**config.mk**
```make
export PLATFORM = sky130hd
export DESIGN_NAME = mux_scan_ctrl_flat
export DESIGN_NICKNAME = d
export VERILOG_FILES = /design/src/rtl/mux_scan_ctrl_if.sv /design/src/rtl/mux_scan_ctrl.sv /design/src/flat_wrapper.sv
export SDC_FILE = /design/constraint.sdc
export NUM_CORES = 1
export LEC_CHECK = 0
export ABC_AREA = 1
export CAP_MARGIN = 10
export CORE_AREA = 5 5 56 58
export CTS_BUF_LIST = sky130_fd_sc_hd__clkbuf_8
export CTS_CLUSTER_DIAMETER = 50
export DETAILED_ROUTE_END_ITERATION = 12
export DIE_AREA = 0 0 61 63
export GPL_ROUTABILITY_DRIVEN = 0
export GPL_TIMING_DRIVEN = 1
export PLACE_DENSITY = 0.79
export SLEW_MARGIN = 20
export SYNTH_ARGS = -nofsm -noshare
export SYNTH_HDL_FRONTEND = slang
export SYNTH_SLANG_ARGS = --single-unit
```
**constraint.sdc**
```tcl
create_clock -name clk -period 2 [get_ports clk]
set_clock_uncertainty 0.2 [all_clocks]
set_input_delay 0.4 -clock clk [delete_from_list [all_inputs] [get_ports clk]]
set_output_delay 0.4 -clock clk [all_outputs]
set_load 0.05 [all_outputs]
```
**src/rtl/mux_scan_ctrl_if.sv**
```systemverilog
// Handshake and mux-facing signals of the mux scan sequencer.
// The master side drives start/mask and the mux output y; the slave is the sequencer.
interface mux_scan_ctrl_if;
  logic       start;
  logic [3:0] mask;
  logic       y;
  logic       s1;
  logic       s0;
  logic [3:0] sample;
  logic       done;
  logic       busy;
  logic       changed;

  modport master (
    output start, mask, y,
    input  s1, s0, sample, done, busy, changed
  );

  modport slave (
    input  start, mask, y,
    output s1, s0, sample, done, busy, changed
  );
endinterface

```
**src/rtl/mux_scan_ctrl.sv**
```systemverilog
// Steps a 4:1 mux through the enabled channels, dwelling DWELL cycles on each,
// and publishes the captured snapshot with a one-cycle done pulse.
//
// state | meaning
// IDLE  | select parked at 00, waiting for start
// SCAN  | select = ch, counting dwell before sampling y
module mux_scan_ctrl #(
  parameter int DWELL = 2
) (
  input logic            clk,
  input logic            rst,
  mux_scan_ctrl_if.slave bus
);

  typedef enum logic {IDLE, SCAN} state_t;

  localparam logic [7:0] LAST = 8'(DWELL - 1);

  state_t     state;
  logic [1:0] ch;
  logic [7:0] cnt;
  logic [3:0] mreg;
  logic [3:0] shadow;
  logic [3:0] merged;
  logic [2:0] nxt;

  function automatic logic [1:0] lowest_bit(input logic [3:0] m);
    lowest_bit = 2'd0;
    for (int i = 3; i >= 0; i--)
      if (m[i]) lowest_bit = 2'(i);
  endfunction

  // {found, index} of the nearest enabled channel strictly above c
  function automatic logic [2:0] next_above(input logic [3:0] m, input logic [1:0] c);
    next_above = 3'b000;
    for (int i = 3; i >= 0; i--)
      if (m[i] && (i > int'(c))) next_above = {1'b1, 2'(i)};
  endfunction

  assign nxt = next_above(mreg, ch);

  always_comb begin
    merged     = shadow;
    merged[ch] = bus.y;
  end

  always_ff @(posedge clk or posedge rst) begin
    if (rst) begin
      state       <= IDLE;
      ch          <= 2'd0;
      cnt         <= 8'd0;
      mreg        <= 4'd0;
      shadow      <= 4'd0;
      bus.s1      <= 1'b0;
      bus.s0      <= 1'b0;
      bus.sample  <= 4'd0;
      bus.done    <= 1'b0;
      bus.busy    <= 1'b0;
      bus.changed <= 1'b0;
    end else begin
      bus.done <= 1'b0;
      case (state)
        IDLE: begin
          if (bus.start) begin
            if (bus.mask != 4'd0) begin
              mreg              <= bus.mask;
              shadow            <= 4'd0;
              cnt               <= 8'd0;
              ch                <= lowest_bit(bus.mask);
              {bus.s1, bus.s0}  <= lowest_bit(bus.mask);
              bus.busy          <= 1'b1;
              state             <= SCAN;
            end else begin
              // empty scan completes immediately with an all-zero snapshot
              bus.sample  <= 4'd0;
              bus.done    <= 1'b1;
              bus.changed <= (bus.sample != 4'd0);
            end
          end
        end
        SCAN: begin
          if (cnt < LAST) begin
            cnt <= cnt + 8'd1;
          end else begin
            shadow <= merged;
            cnt    <= 8'd0;
            if (nxt[2]) begin
              ch               <= nxt[1:0];
              {bus.s1, bus.s0} <= nxt[1:0];
            end else begin
              bus.sample       <= merged;
              bus.done         <= 1'b1;
              bus.changed      <= (merged != bus.sample);
              bus.busy         <= 1'b0;
              {bus.s1, bus.s0} <= 2'b00;
              state            <= IDLE;
            end
          end
        end
        default: state <= IDLE;
      endcase
    end
  end

endmodule

```
**src/flat_wrapper.sv**
```systemverilog
// flat-port wrapper written by rule: the top's interface ports become plain ports
module mux_scan_ctrl_flat 
#(
  parameter int DWELL = 2
)
  (clk, rst, bus_start, bus_mask, bus_y, bus_s1, bus_s0, bus_sample, bus_done, bus_busy, bus_changed);
  mux_scan_ctrl_if bus_i ();
  input logic clk;
  input logic rst;
  input wire logic [$bits(bus_i.start)-1:0] bus_start;
  input wire logic [$bits(bus_i.mask)-1:0] bus_mask;
  input wire logic [$bits(bus_i.y)-1:0] bus_y;
  output wire logic [$bits(bus_i.s1)-1:0] bus_s1;
  output wire logic [$bits(bus_i.s0)-1:0] bus_s0;
  output wire logic [$bits(bus_i.sample)-1:0] bus_sample;
  output wire logic [$bits(bus_i.done)-1:0] bus_done;
  output wire logic [$bits(bus_i.busy)-1:0] bus_busy;
  output wire logic [$bits(bus_i.changed)-1:0] bus_changed;
  assign bus_i.start = bus_start;
  assign bus_i.mask = bus_mask;
  assign bus_i.y = bus_y;
  assign bus_s1 = bus_i.s1;
  assign bus_s0 = bus_i.s0;
  assign bus_sample = bus_i.sample;
  assign bus_done = bus_i.done;
  assign bus_busy = bus_i.busy;
  assign bus_changed = bus_i.changed;
  mux_scan_ctrl #(.DWELL(DWELL)) u_core (.clk(clk), .rst(rst), .bus(bus_i));
endmodule
```
Word-level counts from Yosys, hierarchy flattened
Cells that the tools add are included.
{"block": "word_totals", "out_inout_bits": 9, "ff_bits": 28, "wordCells": 96}
{"block": "classes", "n_eq_ne": 7, "muxes": 58, "n_lt_le_gt_ge": 6, "bitwise": 1, "reduce_logical": 12, "add_sub_neg": 1}
{"cell": "4-bit two-way mux", "count": 7}
{"cell": "1-bit two-way mux", "count": 25}
{"cell": "8-bit two-way mux", "count": 3}
{"cell": "2-bit two-way mux", "count": 8}
{"cell": "4-bit one-hot mux with 2 select lines", "count": 2}
{"cell": "8-bit one-hot mux with 2 select lines", "count": 1}
{"cell": "1-bit one-hot mux with 2 select lines", "count": 6}
{"cell": "4-bit AND reduction", "count": 3}
{"cell": "2-bit != test (second input constant)", "count": 5}
{"cell": "3-bit two-way mux", "count": 3}
{"cell": "8-bit by 1-bit adder with 8-bit output (second input constant)", "count": 1}
{"cell": "8-bit by 1-bit < comparator with 1-bit output (second input constant)", "count": 1}
{"cell": "4-bit nonzero test", "count": 2}
{"cell": "3-bit AND reduction", "count": 2}
{"cell": "4-bit bitwise mux", "count": 1}
{"cell": "2-bit > comparator (first input constant)", "count": 2}
{"cell": "1-bit logical AND", "count": 4}
{"cell": "4-bit != test", "count": 1}
{"cell": "2-bit one-hot mux with 2 select lines", "count": 1}
{"cell": "2-bit by 3-bit < comparator with 1-bit output (second input constant)", "count": 1}
{"cell": "1-bit demux with 2-bit select", "count": 1}
{"cell": "2-bit by 1-bit greater-or-equal comparator with 1-bit output (second input constant)", "count": 1}
{"cell": "1-bit by 2-bit > comparator with 1-bit output (first input constant)", "count": 1}
{"cell": "2-bit by 1-bit != test with 1-bit output (second input constant)", "count": 1}
{"cell": "2 further kinds", "count": 2}

Depth between registers and ports, before layout
{"block": "depth", "ltp_word": 9, "mapped_depth": 10, "ltp_nobuf": 10}

Worst setup path after synthesis
No wires, ideal clock.
{"block": "synth_path", "path_type": "register to register", "startpoint": "register u_core.cnt[0]", "endpoint": "register u_core.bus.s0", "arrival_ps": 1210, "slack_ps": 513, "path_buffers": 0, "path_stages_with_launch": 10, "required_time_ps": 1724, "cell_sequence": "dfrtp_1 -> inv_1 -> ha_1 -> nand2_1 -> nor2_1 -> nand2_2 -> inv_2 -> a21oi_4 -> o21ai_1 -> o21ai_1"}
{"block": "synth_between", "elab_chain_len": 3}
{"element": "start: declaration", "line": "mux_scan_ctrl.sv:21", "source": "logic [7:0] cnt;"}
{"element": "start signal: assignment", "line": "mux_scan_ctrl.sv:83", "source": "cnt <= cnt + 8'd1;"}
{"element": "8-bit by 1-bit < comparator with 1-bit output", "line": "mux_scan_ctrl.sv:82", "source": "if (cnt < LAST) begin"}
{"element": "2-bit != test (no source line)"}
{"element": "3-bit AND reduction (no source line)"}
{"element": "end signal: assignment", "line": "mux_scan_ctrl.sv:70", "source": "{bus.s1, bus.s0} <= lowest_bit(bus.mask);"}
{"element": "end signal: assignment", "line": "mux_scan_ctrl.sv:89", "source": "{bus.s1, bus.s0} <= nxt[1:0];"}
{"element": "end: declaration", "line": "mux_scan_ctrl_if.sv:21", "source": "output s1, s0, sample, done, busy, changed"}
No other way between the ends.
A chain may end at the register's enable or synchronous reset.

Worst setup path after layout
{"block": "layout_path", "startpoint": "input bus_mask[3]", "endpoint": "register u_core.bus.sample[3]"}
{"block": "layout_between", "elab_chain_len": 3}
{"element": "start: declaration", "line": "flat_wrapper.sv:11", "source": "input wire logic [$bits(bus_i.mask)-1:0] bus_mask;"}
{"element": "4-bit nonzero test", "line": "mux_scan_ctrl.sv:65", "source": "if (bus.mask != 4'd0) begin"}
{"element": "2-bit != test (no source line)"}
{"element": "4-bit AND reduction (no source line)"}
{"element": "end signal: assignment", "line": "mux_scan_ctrl.sv:91", "source": "bus.sample <= merged;"}
{"element": "end: declaration", "line": "mux_scan_ctrl_if.sv:21"}
No other way between the ends.

==> metrics.txt <==
remaining global-route overflow 0; number of DRC markers after the initial detailed-route iteration 41; setup violation total in the final timing report 0; reported max-cap violation count 0; Starting Density 0.537; Clk Tree Root Cell sky130_fd_sc_hd__clkbuf_8; maximum VDD drop 0.960 mV; category of the critical setup timing path in -> reg; worst hold path class in -> async; clock tree from TritonCTS yes; transition time of the tightest slew-check pin 424 ps; fraction of the cycle the final worst path needs 0.861; Data required, critical path 2010 ps; total leakage power 0.000827 uW; CP max FO 6; via count 1221; internal power consumption 1420 uW; final-layout setup total negative slack 0 ps; standard cell with the maximum stage delay on the critical path sky130_fd_sc_hd__clkdlybuf4s50_1; HPWL Detailed 2260 um; DRC violations left 0; hold_buf cts 0; multi-input logic area 612 um2; total power per unit cell area 1710 nW/um2; number of buffers created by CTS 3; htree depth 1; clock network latency to the later pin of the worst-skew pair 270 ps; routed wire length 2900 um; PortBufs 16; floorplan core area 2620 um2; data arrival time of the worst path 1730 ps; Tot Pwr 2820 uW; global-route wire length before repair 5360 um; netlist area before placement 1410 um2; net count of the mapped netlist 184; layout cells sized above 1 0.203; Routed WL per cell 12.7 um; crit start category input pin; number of global-route vias before repair 1272; delay of the slowest critical-path stage 440 ps; unrepaired setup endpoints after global routing no; proportion of total power due to net switching 0.497; sequential share of the synthesized area 0.481; cells traversed along the worst timing path clkdlybuf4s50_1 -> nor2_1 -> nand2_1 -> nor2_1 -> nand2_1 -> nand2_4 -> nand3_2 -> o21ai_2; Clk network pwr share 0.109; # Post-CTS Setup Buffers 0; endpoints failing hold 0; largest buffer count on any clock path 2; Post-Synthesis Mean Instance Area 8.08 um2; area used by sequential logic in the layout 676 um2; CTS-repair resized insts 0; area growth from synthesis to final layout 17.6%; routed via count divided by cell count 5.36; nets@finish 208; clock transition at the register clock pins on the worst setup and hold paths after CTS 90 ps; Initial DRT Pass Iterations 4; CTS sink cnt 27; worst rel slew slack 0.717; number of inserted diodes 0; Die W 61 um; gr usage total 0.179; max-slew violation count 0; maximum number of pins on one net before global-route repair 28; number of antenna violations at the first check in global routing 0; #FFs+latches synth 27; sequential fraction of design power 0.327; min setup slack post-route 279 ps; count of mapped cells out of synthesis 174; outcome complete, no violations; Filler Cells Inserted 244; min Tclk post-route 1720 ps; area of the die 3840 um2; vertical extent of the die 63 um; worst setup timing slack at the placement stage 28.4 ps; yosys synthesis warning count 0; highest clock rate 0.581 GHz; Row Count 19; launching instance or port of the critical path bus_mask[3]; utilization after layout 0.632; combinational share of power 0.565; critical path capture point type flip-flop; Boundary Pins 17; switching power summed over all nets 1400 uW; count of unique library cells instantiated by Yosys 26; launch instance of the worst register-to-register path u_core.cnt[0]; count of antenna-violating nets left after detailed routing 0
## metrics by stage
step           instance area, um2  hold slack, ps  instances
2_1_floorplan                1410             253        174
3_3_place_gp                 1610             259        224
3_5_place_dp                 1610             287        224
4_1_cts                      1650             287        228
5_1_grt                      1650             305        228
6_report                     1650             278        228
## per-layer routing
layer  GRT usage  routed length (um)
met1       0.235                1270
met2       0.274                1410
met3      0.0393                 159
met4      0.0867                  59
met5           0                   0
## kinds of logic (layout without fill, tap and decap cells)
group,Yosys count,in the layout,share of synthesized area
AO/OA/AOI/OAI,24,24,0.109
AND/OR/NAND/NOR,89,89,0.295
adder cells (fa/ha/maj),2,2,0.0178
flip-flops,27,27,0.481
buffers and inverters,30,53,0.0837
multiplexers,1,1,0.00801
XOR/XNOR,1,1,0.00623
## cells in the mapped netlist (all sizes together)
cell type,count,area [um2]
o21ai,11,62.6
inv,28,105
ha,2,25.0
dfrtp,27,676
a21oi,8,58.8
mux2,1,11.3
nand4,1,6.26
xor2,1,8.76
o22ai,5,31.3
nand3,17,103
nand3b,1,7.51
buf,2,12.5
nand2,49,209
nor2,19,78.8
nor3,2,10.0
## sequential cells by signal, indices dropped and copies added (netlist names)
register,cells
u_core.bus.s1,1
u_core.bus.done,1
u_core.bus.s0,1
u_core.bus.busy,1
u_core.cnt,8
u_core.bus.sample,4
u_core.state,1
u_core.shadow,4
u_core.mreg,3
u_core.bus.changed,1
u_core.ch,2
## area by class of cell
cell class / instances / share of cell area
multi-input combinational: 117 / 0.370
tap: 31 / 0.0235
clock inverter: 1 / 0.00303
inverter: 28 / 0.0636
clock buffer: 3 / 0.0250
timing repair buffer: 21 / 0.106
sequential: 27 / 0.409
## critical path, delay by kind of cell
kind,cells,cell delay (ps)
compound gates,1,70
buf+inv,1,440
simple gates,6,810
## power groups by stage
stage                     sequential [uW]  clock, uW  combinational, uW
after global placement                921          0               1550
after CTS                             920        318               1600
after detailed placement              929          0               1590
after floorplan                      1130          0                976
after global routing                  951        348               1780
final                                 921        307               1590
## final timing paths
check	endpoint	slack (ps)	cells after the start
worst min-delay path	u_core.bus.sample[2]	280	3
min in group clk	u_core.cnt[3]	300	2
worst min register to register	u_core.cnt[3]	300	2
worst max register to register	u_core.ch[0]	300	10
max in group asynchronous	u_core.shadow[2]	1070	3
worst max-delay path	u_core.bus.sample[3]	280	8
## cells in the final DEF (no fill, tap or decap)
cell type,n
sky130_fd_sc_hd__clkbuf_8,3
sky130_fd_sc_hd__nor2_1,18
sky130_fd_sc_hd__inv_1,22
sky130_fd_sc_hd__mux2_1,1
sky130_fd_sc_hd__nand3b_1,1
sky130_fd_sc_hd__nand4_1,1
sky130_fd_sc_hd__xor2_1,1
sky130_fd_sc_hd__a21oi_2,2
sky130_fd_sc_hd__nand2_1,41
sky130_fd_sc_hd__dfrtp_1,27
sky130_fd_sc_hd__a21oi_1,5
sky130_fd_sc_hd__clkinv_2,1
sky130_fd_sc_hd__nand2_4,1
sky130_fd_sc_hd__nor3_1,2
sky130_fd_sc_hd__o21ai_0,4
sky130_fd_sc_hd__clkdlybuf4s50_1,7
sky130_fd_sc_hd__nand3_4,1
sky130_fd_sc_hd__o22ai_1,5
sky130_fd_sc_hd__a21oi_4,1
sky130_fd_sc_hd__buf_4,14
sky130_fd_sc_hd__nor2_4,1
sky130_fd_sc_hd__nand2_2,7
sky130_fd_sc_hd__o21ai_1,5
sky130_fd_sc_hd__o21ai_2,2
sky130_fd_sc_hd__ha_1,2
sky130_fd_sc_hd__nand3_2,1
sky130_fd_sc_hd__inv_2,6
sky130_fd_sc_hd__nand3_1,15
No activity file was read; power rests on OpenSTA's default activity.
